### config.mk
export PLATFORM = sky130hd
export DESIGN_NAME = mem_port_arbiter_flat
export DESIGN_NICKNAME = d
export VERILOG_FILES = /design/src/rtl/mem_port_arbiter_if.sv /design/src/rtl/mem_port_arbiter.sv /design/src/flat_wrapper.sv
export SDC_FILE = /design/constraint.sdc
export NUM_CORES = 1
export LEC_CHECK = 0
export BUFFER_PORTS_ARGS = -buffer_cell sky130_fd_sc_hd__buf_2
export CAP_MARGIN = 20
export CORE_ASPECT_RATIO = 1.1
export CORE_MARGIN = 1
export CORE_UTILIZATION = 45
export CTS_CLUSTER_SIZE = 40
export DETAILED_ROUTE_END_ITERATION = 16
export PLACE_DENSITY_LB_ADDON = 0.2
export SLEW_MARGIN = 20
export SYNTH_ARGS = -nofsm -noshare
export SYNTH_HDL_FRONTEND = slang
export SYNTH_SLANG_ARGS = --single-unit
### constraint.sdc
create_clock -name clk -period 3.8 [get_ports clk]
set_clock_uncertainty 0.15 [all_clocks]
set_input_delay 0.19 -clock clk [delete_from_list [all_inputs] [get_ports clk]]
set_output_delay 0.19 -clock clk [all_outputs]
set_load 0.05 [all_outputs]
### src/rtl/mem_port_arbiter_if.sv
// mem_port_arbiter_if: IF/MEM requester and memory-side signals of the port arbiter
interface mem_port_arbiter_if;
  logic        if_req;
  logic [15:0] if_addr;
  logic        mem_rd;
  logic        mem_wr;
  logic [15:0] mem_addr;
  logic [15:0] mem_wdata;
  logic [15:0] m_rdata;
  logic        m_done;
  logic [15:0] m_addr;
  logic [15:0] m_wdata;
  logic        m_rd;
  logic        m_wr;
  logic [15:0] if_rdata;
  logic        if_valid;
  logic [15:0] mem_rdata;
  logic        mem_valid;
  logic        if_stall;
  logic        mem_stall;
  logic        err;
  modport master (
    input  if_req, if_addr, mem_rd, mem_wr, mem_addr, mem_wdata, m_rdata, m_done,
    output m_addr, m_wdata, m_rd, m_wr, if_rdata, if_valid, mem_rdata, mem_valid,
           if_stall, mem_stall, err
  );
  modport slave (
    output if_req, if_addr, mem_rd, mem_wr, mem_addr, mem_wdata, m_rdata, m_done,
    input  m_addr, m_wdata, m_rd, m_wr, if_rdata, if_valid, mem_rdata, mem_valid,
           if_stall, mem_stall, err
  );
endinterface

### src/rtl/mem_port_arbiter.sv
// mem_port_arbiter: shares one memory port between IF and MEM (MEM first); ARB_PERF_EN adds a stall-cycle counter
module mem_port_arbiter #(
  parameter int TIMEOUT = 64
) (
  input  logic clk,
  input  logic rst_n,
  mem_port_arbiter_if.master bus
`ifdef ARB_PERF_EN
  ,
  output logic [15:0] perf_stall_cycles
`endif
);
  typedef enum logic [1:0] {IDLE, BUSY_MEM, BUSY_IF, DONE} state_t;
  state_t      state_q, state_d;
  logic [15:0] m_addr_q, m_addr_d, m_wdata_q, m_wdata_d;
  logic [15:0] if_rdata_q, if_rdata_d, mem_rdata_q, mem_rdata_d;
  logic        m_rd_q, m_rd_d, m_wr_q, m_wr_d;
  logic        if_valid_q, if_valid_d, mem_valid_q, mem_valid_d;
  logic        err_q, err_d;
  logic [7:0]  cnt_q, cnt_d;
  // Next state: grant in IDLE, wait for done or timeout in BUSY, one-cycle valid in DONE
  always_comb begin
    state_d     = state_q;
    m_addr_d    = m_addr_q;
    m_wdata_d   = m_wdata_q;
    m_rd_d      = m_rd_q;
    m_wr_d      = m_wr_q;
    if_rdata_d  = if_rdata_q;
    mem_rdata_d = mem_rdata_q;
    if_valid_d  = 1'b0;
    mem_valid_d = 1'b0;
    err_d       = err_q;
    cnt_d       = '0;
    case (state_q)
      IDLE: begin
        if (bus.mem_rd | bus.mem_wr) begin
          state_d   = BUSY_MEM;
          m_addr_d  = bus.mem_addr;
          m_wdata_d = bus.mem_wdata;
          m_wr_d    = bus.mem_wr;
          m_rd_d    = bus.mem_rd & ~bus.mem_wr;
        end else if (bus.if_req) begin
          state_d  = BUSY_IF;
          m_addr_d = bus.if_addr;
          m_rd_d   = 1'b1;
          m_wr_d   = 1'b0;
        end
      end
      BUSY_MEM, BUSY_IF: begin
        if (bus.m_done) begin
          state_d = DONE;
          m_rd_d  = 1'b0;
          m_wr_d  = 1'b0;
          if (state_q == BUSY_IF) begin
            if_rdata_d = bus.m_rdata;
            if_valid_d = 1'b1;
          end else begin
            mem_rdata_d = m_rd_q ? bus.m_rdata : mem_rdata_q;
            mem_valid_d = 1'b1;
          end
        end else if (cnt_q == 8'(TIMEOUT - 1)) begin
          state_d = IDLE;
          m_rd_d  = 1'b0;
          m_wr_d  = 1'b0;
          err_d   = 1'b1;
        end else begin
          cnt_d = cnt_q + 8'd1;
        end
      end
      default: state_d = IDLE;
    endcase
  end
  // State and registered outputs, synchronous active-low reset
  always_ff @(posedge clk) begin
    if (!rst_n) begin
      state_q     <= IDLE;
      m_addr_q    <= '0;
      m_wdata_q   <= '0;
      m_rd_q      <= 1'b0;
      m_wr_q      <= 1'b0;
      if_rdata_q  <= '0;
      mem_rdata_q <= '0;
      if_valid_q  <= 1'b0;
      mem_valid_q <= 1'b0;
      err_q       <= 1'b0;
      cnt_q       <= '0;
    end else begin
      state_q     <= state_d;
      m_addr_q    <= m_addr_d;
      m_wdata_q   <= m_wdata_d;
      m_rd_q      <= m_rd_d;
      m_wr_q      <= m_wr_d;
      if_rdata_q  <= if_rdata_d;
      mem_rdata_q <= mem_rdata_d;
      if_valid_q  <= if_valid_d;
      mem_valid_q <= mem_valid_d;
      err_q       <= err_d;
      cnt_q       <= cnt_d;
    end
  end
  assign bus.m_addr    = m_addr_q;
  assign bus.m_wdata   = m_wdata_q;
  assign bus.m_rd      = m_rd_q;
  assign bus.m_wr      = m_wr_q;
  assign bus.if_rdata  = if_rdata_q;
  assign bus.if_valid  = if_valid_q;
  assign bus.mem_rdata = mem_rdata_q;
  assign bus.mem_valid = mem_valid_q;
  assign bus.err       = err_q;
  assign bus.if_stall  = bus.if_req & ~if_valid_q;
  assign bus.mem_stall = (bus.mem_rd | bus.mem_wr) & ~mem_valid_q;
`ifdef ARB_PERF_EN
  logic [15:0] perf_q, perf_d;
  // Saturating count of cycles with either pipeline stage stalled
  always_comb perf_d = ((bus.if_stall | bus.mem_stall) && perf_q != 16'hFFFF) ? perf_q + 16'd1 : perf_q;
  // Counter register
  always_ff @(posedge clk) perf_q <= !rst_n ? 16'd0 : perf_d;
  assign perf_stall_cycles = perf_q;
`endif
endmodule

### src/flat_wrapper.sv
// flat-port wrapper written by rule: the top's interface ports become plain ports
module mem_port_arbiter_flat 
#(
  parameter int TIMEOUT = 64
)
  (clk, rst_n, bus_if_req, bus_if_addr, bus_mem_rd, bus_mem_wr, bus_mem_addr, bus_mem_wdata, bus_m_rdata, bus_m_done, bus_m_addr, bus_m_wdata, bus_m_rd, bus_m_wr, bus_if_rdata, bus_if_valid, bus_mem_rdata, bus_mem_valid, bus_if_stall, bus_mem_stall, bus_err);
  mem_port_arbiter_if bus_i ();
  input  logic clk;
  input  logic rst_n;
  input wire logic [$bits(bus_i.if_req)-1:0] bus_if_req;
  input wire logic [$bits(bus_i.if_addr)-1:0] bus_if_addr;
  input wire logic [$bits(bus_i.mem_rd)-1:0] bus_mem_rd;
  input wire logic [$bits(bus_i.mem_wr)-1:0] bus_mem_wr;
  input wire logic [$bits(bus_i.mem_addr)-1:0] bus_mem_addr;
  input wire logic [$bits(bus_i.mem_wdata)-1:0] bus_mem_wdata;
  input wire logic [$bits(bus_i.m_rdata)-1:0] bus_m_rdata;
  input wire logic [$bits(bus_i.m_done)-1:0] bus_m_done;
  output wire logic [$bits(bus_i.m_addr)-1:0] bus_m_addr;
  output wire logic [$bits(bus_i.m_wdata)-1:0] bus_m_wdata;
  output wire logic [$bits(bus_i.m_rd)-1:0] bus_m_rd;
  output wire logic [$bits(bus_i.m_wr)-1:0] bus_m_wr;
  output wire logic [$bits(bus_i.if_rdata)-1:0] bus_if_rdata;
  output wire logic [$bits(bus_i.if_valid)-1:0] bus_if_valid;
  output wire logic [$bits(bus_i.mem_rdata)-1:0] bus_mem_rdata;
  output wire logic [$bits(bus_i.mem_valid)-1:0] bus_mem_valid;
  output wire logic [$bits(bus_i.if_stall)-1:0] bus_if_stall;
  output wire logic [$bits(bus_i.mem_stall)-1:0] bus_mem_stall;
  output wire logic [$bits(bus_i.err)-1:0] bus_err;
  assign bus_i.if_req = bus_if_req;
  assign bus_i.if_addr = bus_if_addr;
  assign bus_i.mem_rd = bus_mem_rd;
  assign bus_i.mem_wr = bus_mem_wr;
  assign bus_i.mem_addr = bus_mem_addr;
  assign bus_i.mem_wdata = bus_mem_wdata;
  assign bus_i.m_rdata = bus_m_rdata;
  assign bus_i.m_done = bus_m_done;
  assign bus_m_addr = bus_i.m_addr;
  assign bus_m_wdata = bus_i.m_wdata;
  assign bus_m_rd = bus_i.m_rd;
  assign bus_m_wr = bus_i.m_wr;
  assign bus_if_rdata = bus_i.if_rdata;
  assign bus_if_valid = bus_i.if_valid;
  assign bus_mem_rdata = bus_i.mem_rdata;
  assign bus_mem_valid = bus_i.mem_valid;
  assign bus_if_stall = bus_i.if_stall;
  assign bus_mem_stall = bus_i.mem_stall;
  assign bus_err = bus_i.err;
  mem_port_arbiter #(.TIMEOUT(TIMEOUT)) u_core (.clk(clk), .rst_n(rst_n), .bus(bus_i));
endmodule
# Word level (Yosys, flattened, before mapping)
# Cells that the tools add are included.
# op_classes
addsub	1
n_eq_ne	5
muxes	17
n_bitwise	11
reduce_logical	13
# op_table
operator	count
16-bit two-way mux	2
3-bit AND reduction	4
8-bit by 1-bit adder with 8-bit output, second input constant	1
8-bit by 6-bit == test with 1-bit output, second input constant	1
1-bit two-way mux	8
2-bit two-way mux	4
1-bit NOT	7
3-bit by 2-bit != test with 1-bit output, second input constant	2
2-bit AND reduction	3
1-bit case mux with 2 select lines	2
2-bit case mux with 2 select lines	1
4-bit AND reduction	1
2-bit nonzero test	2
4-bit OR reduction	1
1-bit AND	3
2-bit by 1-bit == test with 1-bit output, second input constant	1
2-bit == test, second input constant	1
2-bit zero test	1
2-bit OR reduction	1
1-bit OR	1
# word_totals
ff_bits	79
inputBits	70
out_inout_bits	71
word_cells	58

# Longest topological paths before layout
# depth
depth_word	4
depth_mapped	8

# Worst setup path before layout
# No wires, ideal clock.
# synth_path
path_type	register -> register
from	register u_core.state_q[1]
to	register u_core.mem_rdata_q[10] (netlist: u_core.bus.mem_rdata[10])
arrival_time_ns	1.676
slack_ns	1.903
path_stages_with_launch	9
path_buffers	2
path_cell_list	dfxtp_1 > inv_1 > ha_1 > buf_2 > nand2_1 > nor3b_2 > clkbuf_1 > nand2_1 > a21oi_1
# synth_via
elab_chain_cells	3
elab_cells_between_ends	5
# synth_lines
item	line	source
start, declared	mem_port_arbiter.sv:14	state_t state_q, state_d;
start signal, assigned	mem_port_arbiter.sv:88	state_q <= state_d;
2-bit by 1-bit == test with 1-bit output or 2-bit == test (tied branches)	mem_port_arbiter.sv:34, mem_port_arbiter.sv:54	
2-bit OR reduction or 1-bit NOT (tied branches)	--	
4-bit AND reduction (no source line) *	--	
end signal, assigned	mem_port_arbiter.sv:94	mem_rdata_q <= mem_rdata_d;
end, declared	mem_port_arbiter.sv:16	logic [15:0] if_rdata_q, if_rdata_d, mem_rdata_q, mem_rdata_d;
# Every way passes the cells marked *; elsewhere a longest branch is shown, timed or not.
# A chain may end at the register's enable or synchronous reset.

# Worst setup path after layout
# layout_path
from	register u_core.state_q[0]
to	register u_core.m_addr_q[3] (netlist: u_core.bus.m_addr[3])
# layout_via
elab_chain_cells	2
# layout_lines
item	line	source
2-bit zero test	mem_port_arbiter.sv:34	case (state_q)
2-bit AND reduction (no source line)	--	
end signal, assigned	mem_port_arbiter.sv:89	m_addr_q <= m_addr_d;
end, declared	mem_port_arbiter.sv:15	logic [15:0] m_addr_q, m_addr_d, m_wdata_q, m_wdata_d;
# No other way between the ends.

==> qor.yml <==
final.period_utilization: 0.6647
numPortBuffers: 140
yosysTopAreaCell: "dfxtp_1"
drtIter0Drc: 118
grt_pass1_vias: 2879
vdd_drop_max_v: 0.0003578
status: "finished, final reports clean"
reg2reg_from: "u_core.state_q[0]$_SDFFE_PN0P_"
die-area_um2: 7075
tritoncts: "done"
synth.yosys.seq_area_share: 0.5212
power_density_nw_per_um2: 640.6
max_freq_ghz: 0.3959
syn_avg_cell_area_um2: 8.048
cts_resized: 0
insertion_delay_ns: 0.34
synth-edff-count: 0
ys_ff_latch: 79
grt_pass1_wl_mm: 13.34
critPathMaxFanout: 32
rr_worst_depth: 6
min_from: "bus_mem_addr[15]"
worstSetupPathType: "reg2reg"
antenna_found_initial: 0
clk_path_buf_depth: 2
synth_nets: 451
drive_above_1_share: 0.2875
gp_congestion: 0.7101
tns_ns: 0
finalSetupViolCount: 0
cts_sinks: 79
cp.arrival_ns: 2.66
dpl.hpwl_mm: 5.210
slowest_delay_ns: 0.59
critPathRequiredTime_ns: 3.93
reg2reg_to: "u_core.bus.m_addr[3]$_SDFFE_PN0P_"
placedCellCount: 577
yosysWarnings: 0
yosys-top-cells-area: "dfxtp_1 (52%), nand2_1 (14%), a21oi_1 (8.6%)"
synth_async_sr_flop_share: 0
std_cell_rows: 31
grt_max_degree: 71
ys_types: 33
rsz0062_at_grt: "false"
cp-start-kind: "flop"
area_growth_pct: 51.38
via_count: 3279
worstHoldEndpoint: "u_core.bus.m_addr[15]$_SDFFE_PN0P_"
postCtsSetupBuffers: 0
antenna_cells: 0
slew_viol_final: 0
ioPinCount: 141
nets: 643
reg2reg_setup_slack_ns: 1.27
num-fill-cells: 539
routed_wirelength_mm: 8.806
cp_cell_sequence: "inv_1 > ha_1 > o31a_2 > nor2_1 > a311oi_1 > dlygate4sd3_1"
hp-class: "in2reg"
via_per_inst: 4.998
maxCapViolCount: 0
clk_pin_slew_ns: 0.07
final_cell_mix: "buf_2 (140), nand2_1 (117), dfxtp_1 (79)"
synth_ff_type: "dfxtp_1"
cts_hold_buf: 63
final_antenna_net_count: 0
die_h_um: 88.12
min_period_ns: 2.526
start_util: 0.4629
fin_cells: 656
htree_num_levels: 3
route.detailed.drc: 0
total_power_mw: 2.942
hold_viol_final: 0
critPathLaunch: "u_core.state_q[0]$_SDFFE_PN0P_"
overflow: 0
cpMaxStageDelayCell: "o31a_2"
final_common_cell: "buf_2"
p_leak_nw: 2.060
slew_headroom: 0.3081
worstMarginPinSlew_ns: 1.033
dpl_cell_area_um2: 3761
grtUsageTotal: 0.2464
yosysTopAreaCellShare: 0.5212
multi_input_area_um2: 1351
die_w_um: 80.29
root_buffer: "clkbuf_8"
end_kind: "flop"
core_um2: 6555
synthesis.area_um2: 3034
wire_per_inst_um: 13.42
holdPathStages: 3
first_pass_iters: 4
synth_cells: 377
cts_buffers: 9
seq_area_um2: 1582
fin_area_um2: 4593
## metrics by stage
| step | setup slack [ns] | util | hold slack (ns) |
|---|---|---|---|
| 2_1_floorplan | 1.903 | - | 0.1760 |
| 3_3_place_gp | 1.597 | 0.5734 | 0.2805 |
| 3_5_place_dp | 1.457 | 0.5738 | 0.2870 |
| 4_1_cts | 1.063 | 0.7001 | 0.001531 |
| 5_1_grt | 1.141 | 0.7007 | 0.006773 |
| 6_report | 1.274 | 0.7007 | 0.01218 |
## cells by family after synthesis
| group | Yosys count | share of synthesized area |
|---|---|---|
| simple gates | 166 | 0.2252 |
| flops | 79 | 0.5212 |
| xor+xnor | 6 | 0.01732 |
| fa+ha+maj | 4 | 0.01650 |
| buf+inv | 27 | 0.03464 |
| compound gates | 95 | 0.1852 |
## worst max-delay path: cells and delay by family (launching register included)
family	cells	cell delay, ns
and+or+nand+nor	1	0.14
adders and majority gates	1	0.28
buffers and inverters	2	0.67
AOI/OAI and AO/OA	2	0.89
DFF	1	0.33
## cells in the mapped netlist, types with 3 or more instances
master,count
a311oi_1,16
buf_2,3
a21oi_1,52
xor2_1,4
nor2_1,32
nor2b_1,3
dfxtp_1,79
ha_1,4
o21ai_0,20
clkbuf_1,20
nand2_1,117
## flip-flops by register name, summed over array words and instances, names as in the netlist
name                  cells
u_core.bus.err            1
u_core.bus.m_wdata       16
u_core.bus.mem_rdata     16
u_core.bus.m_rd           1
u_core.state_q            2
u_core.bus.if_valid       1
u_core.bus.m_addr        16
u_core.bus.if_rdata      16
u_core.cnt_q              8
u_core.bus.mem_valid      1
u_core.bus.m_wr           1
## worst max path at each step
stage / endpoint / slack, ns / cells after the start
floorplan: u_core.bus.mem_rdata[10]$_SDFFE_PN0P_ / 1.90 / 8
global placement: u_core.bus.mem_rdata[15]$_SDFFE_PN0P_ / 1.60 / 6
detailed placement: u_core.bus.mem_rdata[10]$_SDFFE_PN0P_ / 1.46 / 6
CTS: u_core.bus.m_addr[1]$_SDFFE_PN0P_ / 1.06 / 6
global route: u_core.bus.m_addr[11]$_SDFFE_PN0P_ / 1.14 / 6
finish: u_core.bus.m_addr[3]$_SDFFE_PN0P_ / 1.27 / 6
## where the power goes
part	total (mW)	switching (mW)	internal, mW
registers	1.05	0.0745	0.971
clock network	0.616	0.298	0.318
logic	1.28	0.889	0.392
## metal layers
metal	track usage	vias up	share of wire	wire, um
met3	0.06563	14	0.070	616
met1	0.2941	1473	0.42	3682
li1	-	1653	-	-
met2	0.4180	139	0.50	4359
met5	0	-	0	0
met4	0.1055	0	0.017	147
## area by class of cell
cell class,count,share of cell area
inverter,3,0.002996
sequential,79,0.3443
tap,82,0.02234
clock inverter,6,0.01308
clock buffer,10,0.02996
multi-input combinational,271,0.2942
timing repair buffer,205,0.2931
(Power assumes the default switching activity.)
